### src/rtl/hwpe_stream_tcdm_load_source_sidech_pkg.sv
// Shared types for the strided TCDM load source with side channel.
// The optional checker is enabled by HWPE_STREAM_LOAD_SOURCE_CHECK_EN.
package hwpe_stream_tcdm_load_source_sidech_pkg;

  typedef enum logic [1:0] {
    IDLE,
    ISSUE,
    DRAIN
  } load_source_state_t;

  typedef struct packed {
    logic [31:0] base_addr;
    logic [31:0] stride;
    logic [31:0] length;
  } ctrl_load_source_t;

  localparam logic [3:0] LOAD_SOURCE_BE_ALL = 4'hF;

endpackage

### src/rtl/hwpe_stream_credit_counter.sv
// Up/down credit counter bounded to [0, MAX_CREDIT].
// Simultaneous inc/dec leaves the count unchanged.
module hwpe_stream_credit_counter #(
  parameter int unsigned MAX_CREDIT = 8,
  parameter int unsigned CNT_WIDTH  = $clog2(MAX_CREDIT + 1)
) (
  input  logic                 clk_i,
  input  logic                 rst_i,
  input  logic                 clear_i,
  input  logic                 inc_i,
  input  logic                 dec_i,
  output logic [CNT_WIDTH-1:0] cnt_o
);

  logic [CNT_WIDTH-1:0] r_cnt;
  logic                 w_inc;
  logic                 w_dec;

  assign w_inc = inc_i && (r_cnt < CNT_WIDTH'(MAX_CREDIT));
  assign w_dec = dec_i && (r_cnt != '0);

  always_ff @(posedge clk_i) begin
    if (rst_i || clear_i) begin
      r_cnt <= '0;
    end else if (w_inc && !w_dec) begin
      r_cnt <= r_cnt + CNT_WIDTH'(1);
    end else if (w_dec && !w_inc) begin
      r_cnt <= r_cnt - CNT_WIDTH'(1);
    end
  end

  assign cnt_o = r_cnt;

endmodule

### src/rtl/hwpe_stream_tcdm_load_source_sidech.sv
// Strided word-read request source with {last, idx} side channel tags.
// Define HWPE_STREAM_LOAD_SOURCE_CHECK_EN to add err_o and assertions.
module hwpe_stream_tcdm_load_source_sidech
  import hwpe_stream_tcdm_load_source_sidech_pkg::*;
#(
  parameter int unsigned MAX_OUTSTANDING = 8,
  parameter int unsigned IDX_WIDTH       = 4,
  parameter int unsigned LEN_WIDTH       = 16
) (
  input  logic                 clk_i,
  input  logic                 rst_i,
  input  logic                 clear_i,
  input  logic                 start_i,
  input  logic [31:0]          base_addr_i,
  input  logic [31:0]          stride_i,
  input  logic [LEN_WIDTH-1:0] length_i,
  output logic                 busy_o,
  output logic                 done_o,
  output logic                 tcdm_req_o,
  input  logic                 tcdm_gnt_i,
  output logic [31:0]          tcdm_add_o,
  output logic                 tcdm_wen_o,
  output logic [3:0]           tcdm_be_o,
  output logic [31:0]          tcdm_data_o,
  input  logic [31:0]          tcdm_r_data_i,
  input  logic                 tcdm_r_valid_i,
  output logic                 tcdm_r_ready_o,
  output logic [IDX_WIDTH:0]   sidech_o,
  input  logic [IDX_WIDTH:0]   sidech_i,
  output logic                 stream_valid_o,
  input  logic                 stream_ready_i,
  output logic [31:0]          stream_data_o,
  output logic [3:0]           stream_strb_o,
  output logic                 stream_last_o
`ifdef HWPE_STREAM_LOAD_SOURCE_CHECK_EN
  ,
  output logic                 err_o
`endif
);

  localparam int unsigned CW = $clog2(MAX_OUTSTANDING + 1);

  load_source_state_t   r_state;
  load_source_state_t   w_state_nxt;
  ctrl_load_source_t    w_ctrl;
  logic [31:0]          r_addr;
  logic [31:0]          r_stride;
  logic [LEN_WIDTH-1:0] r_len;
  logic [LEN_WIDTH-1:0] r_issue_cnt;
  logic [LEN_WIDTH-1:0] r_recv_cnt;
  logic [LEN_WIDTH-1:0] w_recv_nxt;
  logic [CW-1:0]        w_credit;
  logic                 r_done;
  logic                 w_done_nxt;
  logic                 w_start;
  logic                 w_len_nz;
  logic                 w_req;
  logic                 w_gnt;
  logic                 w_pop;
  logic                 w_last_req;

  assign w_ctrl.base_addr = base_addr_i;
  assign w_ctrl.stride    = stride_i;
  assign w_ctrl.length    = 32'(length_i);

  assign w_len_nz   = (w_ctrl.length != '0);
  assign w_start    = (r_state == IDLE) && start_i;
  assign w_req      = (r_state == ISSUE) &&
                      (w_credit < CW'(MAX_OUTSTANDING));
  assign w_gnt      = w_req && tcdm_gnt_i;
  // pops outside a transfer are passed through but never counted
  assign w_pop      = tcdm_r_valid_i && stream_ready_i &&
                      (r_state != IDLE);
  assign w_last_req = (r_issue_cnt == r_len - LEN_WIDTH'(1));
  assign w_recv_nxt = r_recv_cnt + LEN_WIDTH'(w_pop);

  hwpe_stream_credit_counter #(
    .MAX_CREDIT (MAX_OUTSTANDING),
    .CNT_WIDTH  (CW)
  ) i_credit (
    .clk_i   (clk_i),
    .rst_i   (rst_i),
    .clear_i (clear_i || w_start),
    .inc_i   (w_gnt),
    .dec_i   (w_pop),
    .cnt_o   (w_credit)
  );

  always_comb begin
    w_state_nxt = r_state;
    w_done_nxt  = 1'b0;
    unique case (r_state)
      IDLE: begin
        if (start_i) begin
          if (w_len_nz) w_state_nxt = ISSUE;
          else          w_done_nxt  = 1'b1;
        end
      end
      ISSUE: begin
        if (w_gnt && w_last_req) w_state_nxt = DRAIN;
      end
      DRAIN: begin
        if (w_recv_nxt == r_len) begin
          w_state_nxt = IDLE;
          w_done_nxt  = 1'b1;
        end
      end
      default: w_state_nxt = IDLE;
    endcase
  end

  always_ff @(posedge clk_i) begin
    if (rst_i || clear_i) begin
      r_state     <= IDLE;
      r_done      <= 1'b0;
      r_addr      <= '0;
      r_stride    <= '0;
      r_len       <= '0;
      r_issue_cnt <= '0;
      r_recv_cnt  <= '0;
    end else begin
      r_state <= w_state_nxt;
      r_done  <= w_done_nxt;
      if (w_start && w_len_nz) begin
        r_addr      <= w_ctrl.base_addr;
        r_stride    <= w_ctrl.stride;
        r_len       <= w_ctrl.length[LEN_WIDTH-1:0];
        r_issue_cnt <= '0;
        r_recv_cnt  <= '0;
      end else begin
        if (w_gnt) begin
          r_addr      <= r_addr + r_stride;
          r_issue_cnt <= r_issue_cnt + LEN_WIDTH'(1);
        end
        if (w_pop) r_recv_cnt <= w_recv_nxt;
      end
    end
  end

  assign busy_o         = (r_state != IDLE);
  assign done_o         = r_done;
  assign tcdm_req_o     = w_req;
  assign tcdm_add_o     = r_addr;
  assign tcdm_wen_o     = 1'b1;
  assign tcdm_be_o      = LOAD_SOURCE_BE_ALL;
  assign tcdm_data_o    = '0;
  assign sidech_o       = {w_last_req, r_issue_cnt[IDX_WIDTH-1:0]};
  assign tcdm_r_ready_o = stream_ready_i;
  assign stream_valid_o = tcdm_r_valid_i;
  assign stream_data_o  = tcdm_r_data_i;
  assign stream_strb_o  = LOAD_SOURCE_BE_ALL;
  assign stream_last_o  = sidech_i[IDX_WIDTH];

`ifdef HWPE_STREAM_LOAD_SOURCE_CHECK_EN
  logic r_err;
  logic w_bad_pop;

  assign w_bad_pop = w_pop &&
    ((sidech_i[IDX_WIDTH-1:0] != r_recv_cnt[IDX_WIDTH-1:0]) ||
     (w_credit == '0));

  always_ff @(posedge clk_i) begin
    if (rst_i || clear_i || w_start) r_err <= 1'b0;
    else if (w_bad_pop)              r_err <= 1'b1;
  end

  assign err_o = r_err;

`ifndef SYNTHESIS
  a_credit_max: assert property (@(posedge clk_i) disable iff (rst_i)
    w_credit <= CW'(MAX_OUTSTANDING));

  a_req_stable: assert property (@(posedge clk_i)
    disable iff (rst_i || clear_i)
    (tcdm_req_o && !tcdm_gnt_i) |=>
      ($stable(tcdm_add_o) && $stable(sidech_o)));
`endif
`else
  logic w_unused_idx;
  assign w_unused_idx = ^sidech_i[IDX_WIDTH-1:0];
`endif

endmodule

### config.mk
export PLATFORM = sky130hd
export DESIGN_NAME = hwpe_stream_tcdm_load_source_sidech
export DESIGN_NICKNAME = d
export VERILOG_FILES = /design/src/rtl/hwpe_stream_tcdm_load_source_sidech_pkg.sv /design/src/rtl/hwpe_stream_credit_counter.sv /design/src/rtl/hwpe_stream_tcdm_load_source_sidech.sv
export SDC_FILE = /design/constraint.sdc
export NUM_CORES = 1
export LEC_CHECK = 0
export ABC_CLOCK_PERIOD_IN_PS = 4950
export CAP_MARGIN = 20
export CORE_MARGIN = 2
export CORE_UTILIZATION = 52
export CTS_CLUSTER_DIAMETER = 100
export DETAILED_ROUTE_END_ITERATION = 8
export GPL_TIMING_DRIVEN = 0
export MAX_ROUTING_LAYER = met4
export PLACE_DENSITY = 0.85
export SLEW_MARGIN = 20
export SYNTH_ARGS = -nofsm -noshare
export SYNTH_HDL_FRONTEND = slang
export SYNTH_HIERARCHICAL = 1
export SYNTH_SLANG_ARGS = --single-unit
### constraint.sdc
create_clock -name clk_i -period 4.95 [get_ports clk_i]
set_input_delay 0.495 -clock clk_i [delete_from_list [all_inputs] [get_ports clk_i]]
set_output_delay 0.495 -clock clk_i [all_outputs]
set_load 0.02 [all_outputs]
==> After elaboration in Yosys (flattened, before gate mapping) <==
Index checks and enable logic that the tools add are counted.
{ "totals": {"reg_bits": 119, "latchBits": 0, "ramBits": 0, "mem_bits_ro": 0, "input_bits": 124, "output_inout_bits": 116, "elab_cells": 60, "n_memories": 0} }
{ "classes": {"n_addsub": 6, "n_mul": 0, "div_mod_pow": 0, "magnitude_cmp": 1, "eq_ne": 8, "shift": 0, "muxes": 13, "bitwise_logic": 0, "reduce_logical": 24} }
{ "ops": {"columns": ["op", "n"], "rows": [
  ["$mux W32", 2],
  ["$add A32 B32 Y32", 1],
  ["$eq A16 B16 Y1", 2],
  ["$reduce_bool A32 Y1", 1],
  ["$add A16 B1 Y16", 1],
  ["$add A16 B1 Y16 const B", 1],
  ["$sub A16 B1 Y16 const B", 1],
  ["$logic_and A1 B1 Y1", 11],
  ["$mux W2", 4],
  ["$mux W4", 2],
  ["$ne A2 B2 Y1 const B", 3],
  ["$pmux W2 S3", 1],
  ["$reduce_bool A2 Y1", 3],
  ["$add A4 B1 Y4 const B", 1],
  ["$lt A4 B4 Y1 const B", 1],
  ["$reduce_and A4 Y1", 1],
  ["$reduce_bool A4 Y1", 1],
  ["$sub A4 B1 Y4 const B", 1],
  ["$logic_or A1 B1 Y1", 3],
  ["$mux W1", 3],
  ["$eq A2 B1 Y1 const B", 1],
  ["$eq A2 B2 Y1 const B", 1],
  ["$logic_not A1 Y1", 2],
  ["$logic_not A2 Y1", 1],
  ["other kinds (3)", 3]
]} }

==> Longest topological paths before layout <==
{ "depth": {"depth_word": 8, "depth_mapped": 15, "ltp_nobuf": 14} }

==> Cells and area by module <==
Netlist, hierarchy kept.
{ "by_module_without_submodules": {"columns": ["module", "instances", "cells_each", "area_per_inst_um2", "seq_area_each_um2"], "rows": [
  ["hwpe_stream_tcdm_load_source_sidech", 1, 1051, 7905.1, 2302.2],
  ["hwpe_stream_credit_counter", 1, 28, 270.3, 80.1]
]} }

==> Least setup slack after synthesis <==
OpenSTA, ideal clock, no wires.
{ "synth_timing": {"kind": "reg-to-reg", "from": "reg r_state[0]", "to": "reg i_credit.r_cnt[3] (netlist: i_credit/cnt_o[3])", "setup_time_ns": 0.059, "arrival_time_ns": 3.192, "t_required_ns": 4.891, "slack_ns": 1.699, "stages_incl_launch_ff": 13, "path_buffers": 1, "period_less_slack_ns": 3.251, "cell_sequence": "dfxtp_1 nor3b_1 nand2_1 inv_2 buf_1 nor2b_1 ha_1 inv_1 ha_1 a21oi_1 a211o_1 a2111oi_2 a31o_1"} }
{ "synth_between": {"elab_chain_cells": 7, "elab_cells_between_ends": 17, "cone_classes": "eq/ne (1); mux (1); reduce/logical (15)"} }
{ "synth_rtl": {"columns": ["element", "line_no", "text"], "rows": [
  ["start, declared", "hwpe_stream_tcdm_load_source_sidech.sv:43", "load_source_state_t r_state;"],
  ["start signal, assigned", "hwpe_stream_tcdm_load_source_sidech.sv:122", "r_state <= w_state_nxt;"],
  ["$eq A2 B1 Y1 (*)", "hwpe_stream_tcdm_load_source_sidech.sv:68", "assign w_req = (r_state == ISSUE) &&"],
  ["$logic_and A1 B1 Y1 (*)", "hwpe_stream_tcdm_load_source_sidech.sv:68", null],
  ["via tcdm_req_o", "hwpe_stream_tcdm_load_source_sidech.sv:19", "output logic tcdm_req_o,"],
  ["$logic_and A1 B1 Y1 (*)", "hwpe_stream_tcdm_load_source_sidech.sv:70", "assign w_gnt = w_req && tcdm_gnt_i;"],
  ["via w_gnt", "hwpe_stream_tcdm_load_source_sidech.sv:58", "logic w_gnt;"],
  ["$logic_and A1 B1 Y1 (*)", "hwpe_stream_credit_counter.sv:19", "assign w_inc = inc_i && (r_cnt < CNT_WIDTH'(MAX_CREDIT));"],
  ["$logic_not A1 Y1", "hwpe_stream_credit_counter.sv:27", "end else if (w_dec && !w_inc) begin"],
  ["$logic_and A1 B1 Y1", "hwpe_stream_credit_counter.sv:27", null],
  ["$reduce_bool A2 Y1 (no source line)", null, null],
  ["end signal, assigned", "hwpe_stream_credit_counter.sv:26", "r_cnt <= r_cnt + CNT_WIDTH'(1);"],
  ["end signal, assigned", "hwpe_stream_credit_counter.sv:28", "r_cnt <= r_cnt - CNT_WIDTH'(1);"],
  ["end, declared", "hwpe_stream_credit_counter.sv:15", "logic [CNT_WIDTH-1:0] r_cnt;"]
]} }
The timed path passes the listed nets; every way through them passes the cells marked *.
A chain may end at the register's enable or synchronous reset.

==> Final worst setup path <==
{ "layout_timing": {"from": "reg r_len[0]", "to": "out sidech_o[4]"} }
{ "layout_between": {"elab_chain_cells": 2} }
{ "layout_rtl": {"columns": ["element", "line_no", "text"], "rows": [
  ["start, declared", "hwpe_stream_tcdm_load_source_sidech.sv:48", "logic [LEN_WIDTH-1:0] r_len;"],
  ["start signal, assigned", "hwpe_stream_tcdm_load_source_sidech.sv:127", "r_len <= w_ctrl.length[LEN_WIDTH-1:0];"],
  ["$sub A16 B1 Y16", "hwpe_stream_tcdm_load_source_sidech.sv:74", "assign w_last_req = (r_issue_cnt == r_len - LEN_WIDTH'(1));"],
  ["$eq A16 B16 Y1", "hwpe_stream_tcdm_load_source_sidech.sv:74", null],
  ["end, declared", "hwpe_stream_tcdm_load_source_sidech.sv:28", "output logic [IDX_WIDTH:0] sidech_o,"]
]} }
Every way passes these cells.

==> summary.md <==
| Metric | Value |
|---|---|
| DRT iter0 DRCs | 630 |
| Routed vias | 8544 |
| Total GRT Usage | ~31% |
| Final period utilization | between 90% and 100% |
| Int Pwr | a little over 2000 uW |
| Logic pwr share | roughly a fifth |
| Worst-Margin Slew | about 800 ps |
| CP top delay family | compound AO/OA/AOI/OAI gates |
| Detail Route Antenna Nets | 0 |
| CTS Buf Count | 17 |
| Leakage Power | 0.00420 uW |
| Skew final | about 8.5 ps |
| First-pass GRT wire length | approximately 39000 um |
| TNS Setup | 0 ps |
| Die Ht | 129 um |
| Cells after synthesis | about 1100 |
| Synth top area share | 29.1% |
| Grt ovf | 0 |
| Sw Share | 27.2% |
| DR WL/cell | between 15 and 20 um |
| Port Buffers | between 150 and 200 |
| Residual DRC | 0 |
| Worst setup path start | r_len[0] |
| Clock slew seen by the registers of the worst setup and hold paths | roughly 50 ps |
| # resized after CTS | 0 |
| N_diodes | 0 |
| Slew HR | roughly 46% |
| Crit-path cells | inv_1 -> ha_1 -> clkbuf_1 -> nor3b_1 -> xnor2_1 -> a2111oi_0 -> nand4_1 -> a2111oi_1 -> o2111ai_1 -> inv_1 -> buf_4 -> clkdlybuf4s50_1 |
| Max VDD drop | around 0.00026 V |
| Router iterations before antenna repair | 5 |
| Setup crit start kind | register |
| Post-layout util | 70.7% |
| Post-CTS Setup Bufs | 0 |
| Gp weighted congestion | slightly above 1 |
| Synth async-reset ratio | 0% |
| Design Power | 2760 uW |
| Most frequent cell after synthesis | nand2_1 |
| Commonest cells in the netlist | nand2_1, dfxtp_1, a21oi_1, buf_4, nor2_1 |
| DP Wirelength | 19200 um |
| Sequential power share | approximately 37% |
| Pwr dens | 256 nW/um^2 |
| CORE AREA | roughly 15000 sq um |
| Psw | ~750 uW |
| Period minus WS final | approximately 4500 ps |
| Die Area | between 15000 and 20000 sq um |
| Ports | 240 |
| Crit-path max FO | 8 |
| Part of the power in the clock network | between 40% and 50% |
| WP buf/inv | 5 |
| Post-synth top area cell | dfxtp_1 |
| Dpl cells | ~1500 |
| Reg2reg setup slack | slightly above 1000 ps |
| Most used cell, CP | inv_1 |
| Avg Synthesized Cell Area | 7.58 sq um |
| Pins over their slew limit | 0 |
| Yosys reg bits | between 100 and 150 |
| Syn Std Cell Area | just over 8000 sq um |
| Worst R2R Start | r_state[0] |
| Yosys cell types | 68 |
| Main flop type after synthesis | dfxtp_1 |
| CTS Sinks | 119 |
| Die outline width | between 100 and 150 um |
| CTS tree | yes |
| Max Freq | around 0.22 GHz |
| YS warnings | 6 |
| RSZ-0062 raised after global routing | false |
| Crit path DAT | 4000 ps |
| Max-capacitance violation count | 0 |
| Final WL | ~25000 um |
| Slowest library cell on the worst path | clkdlybuf4s50_1 |
| CTS Buffer Depth | 2 |
| Layout Nets | 1462 |
| # setup viols final | 0 |
| Status | complete, no violations |
| Layout cells sized above 1 | between 10% and 20% |
| Crit path kind | register to output port |
| Vias in the first global route | between 8000 and 9000 |
| Min-delay src | r_stride[8] |
| Cell Rows | between 40 and 50 |
| Hold-fix buffers at CTS | 0 |
| Largest net degree at the start of global routing | 17 |
| Final cell count without fillers | ~1500 |
| Initial antenna violation count | 0 |
| Clk_lat worst skew | roughly 430 ps |
| Worst Hold Class | register to register |
| Synth area leaders | dfxtp_1, nand2_1, buf_4 |
| Final Hold Viols | 0 |
| Starting Density | 53.6% |
| Critical Path Max Stage Delay | 580 ps |
| Vias per cell | between 5 and 6 |
| CTS H-tree depth | 4 |
| Critical Path End Type | output port |
| P&R area growth vs syn | 31.9% |
| Sequential share of the synthesized area | 29.1% |
| CTS root buffer | clkbuf_16 |
| WP data required | between 4000 and 5000 ps |
| Post-synth EDFFs | 0 |
[worst paths after layout]
| kind | depth (start not counted) | endpoint |
|---|---|---|
| setup reg to reg | 12 | i_credit/cnt_o[3] |
| setup / recovery | 12 | sidech_o[4] |
| hold reg to reg | 2 | r_stride[8] |
| hold / removal | 2 | r_stride[8] |
[per-stage QoR]
stage | cell area, sq um | hold WS, ps | worst slack (ps)
floorplan | 8320 | 440 | 1700
global placement | 10200 | 448 | 960
detailed placement | 10200 | 455 | 930
CTS | 10800 | 464 | 486
global route | 10800 | 483 | 211
finish | 10800 | 463 | 455
[worst reg2reg max path, cell delays in order, from the launching register on]
cell and delay [ps]:
dfxtp_1 390, nor3b_1 550, nand2_1 310, inv_2 270, buf_1 570, nor2b_1 230
ha_1 180, inv_1 90, ha_1 340, a21oi_1 100, a211o_1 340, a2111oi_2 350
a31o_1 150
[placed cells by master, fill, tap and decap left out, types with 7 or more instances in the layout]
master,n
a211oi_1,14
a21o_1,9
a21oi_1,117
a311oi_1,11
a31oi_1,12
buf_4,83
clkbuf_1,50
clkbuf_16,17
clkdlybuf4s50_1,161
conb_1,41
dfxtp_1,119
ha_1,38
inv_1,23
mux2i_1,8
nand2_1,168
nand3_1,22
nand4_1,21
nor2_1,78
nor2b_1,7
nor3_1,29
nor3b_1,7
o21a_1,10
o21ai_0,48
or2_2,9
or3_1,12
xnor2_1,45
xor2_1,36
[flip-flops by register name, indices dropped and copies added (netlist names)]
register and cells:
r_issue_cnt 16, done_o 1, r_stride 32, r_state 2
tcdm_add_o 32, r_recv_cnt 16, r_len 16, i_credit/cnt_o 4
[cells by family after synthesis]
kind of cell | synth area share (%)
simple gates | 22.1
other cells | 0.0919
mux | 1.12
buf+inv | 11.4
fa+ha+maj | 6.31
xor+xnor | 8.68
compound gates | 21.2
flops | 29.1
[cell type report]
cell class | count | area, sq um
multi-input cells | 838 | 5010
fillers | 1303 | 4470
flip-flops and latches | 119 | 2380
repair buffers | 161 | 1610
plain buffers | 137 | 841
clock buffers | 24 | 492
well taps | 211 | 264
clock inverters | 8 | 95.1
inverters | 24 | 90.1
[power groups by stage]
stage | registers (uW) | logic, uW | clock network, uW
floorplan | 1030 | 299 | 0
global placement | 1030 | 501 | 0
detailed placement | 1030 | 507 | 0
CTS | 1010 | 511 | 1230
global route | 1010 | 558 | 1280
finish | 1010 | 518 | 1240
[layer usage]
metal / GRT usage [%] / up-vias / routed length (um)
li1: - / 4135 / -
met1: 35.4 / 3943 / 10400
met2: 51.8 / 390 / 12300
met3: 7.68 / 76 / 1930
met4: 11.8 / 0 / 821
met5: - / - / 0
Power figures use the tool's default switching activity.
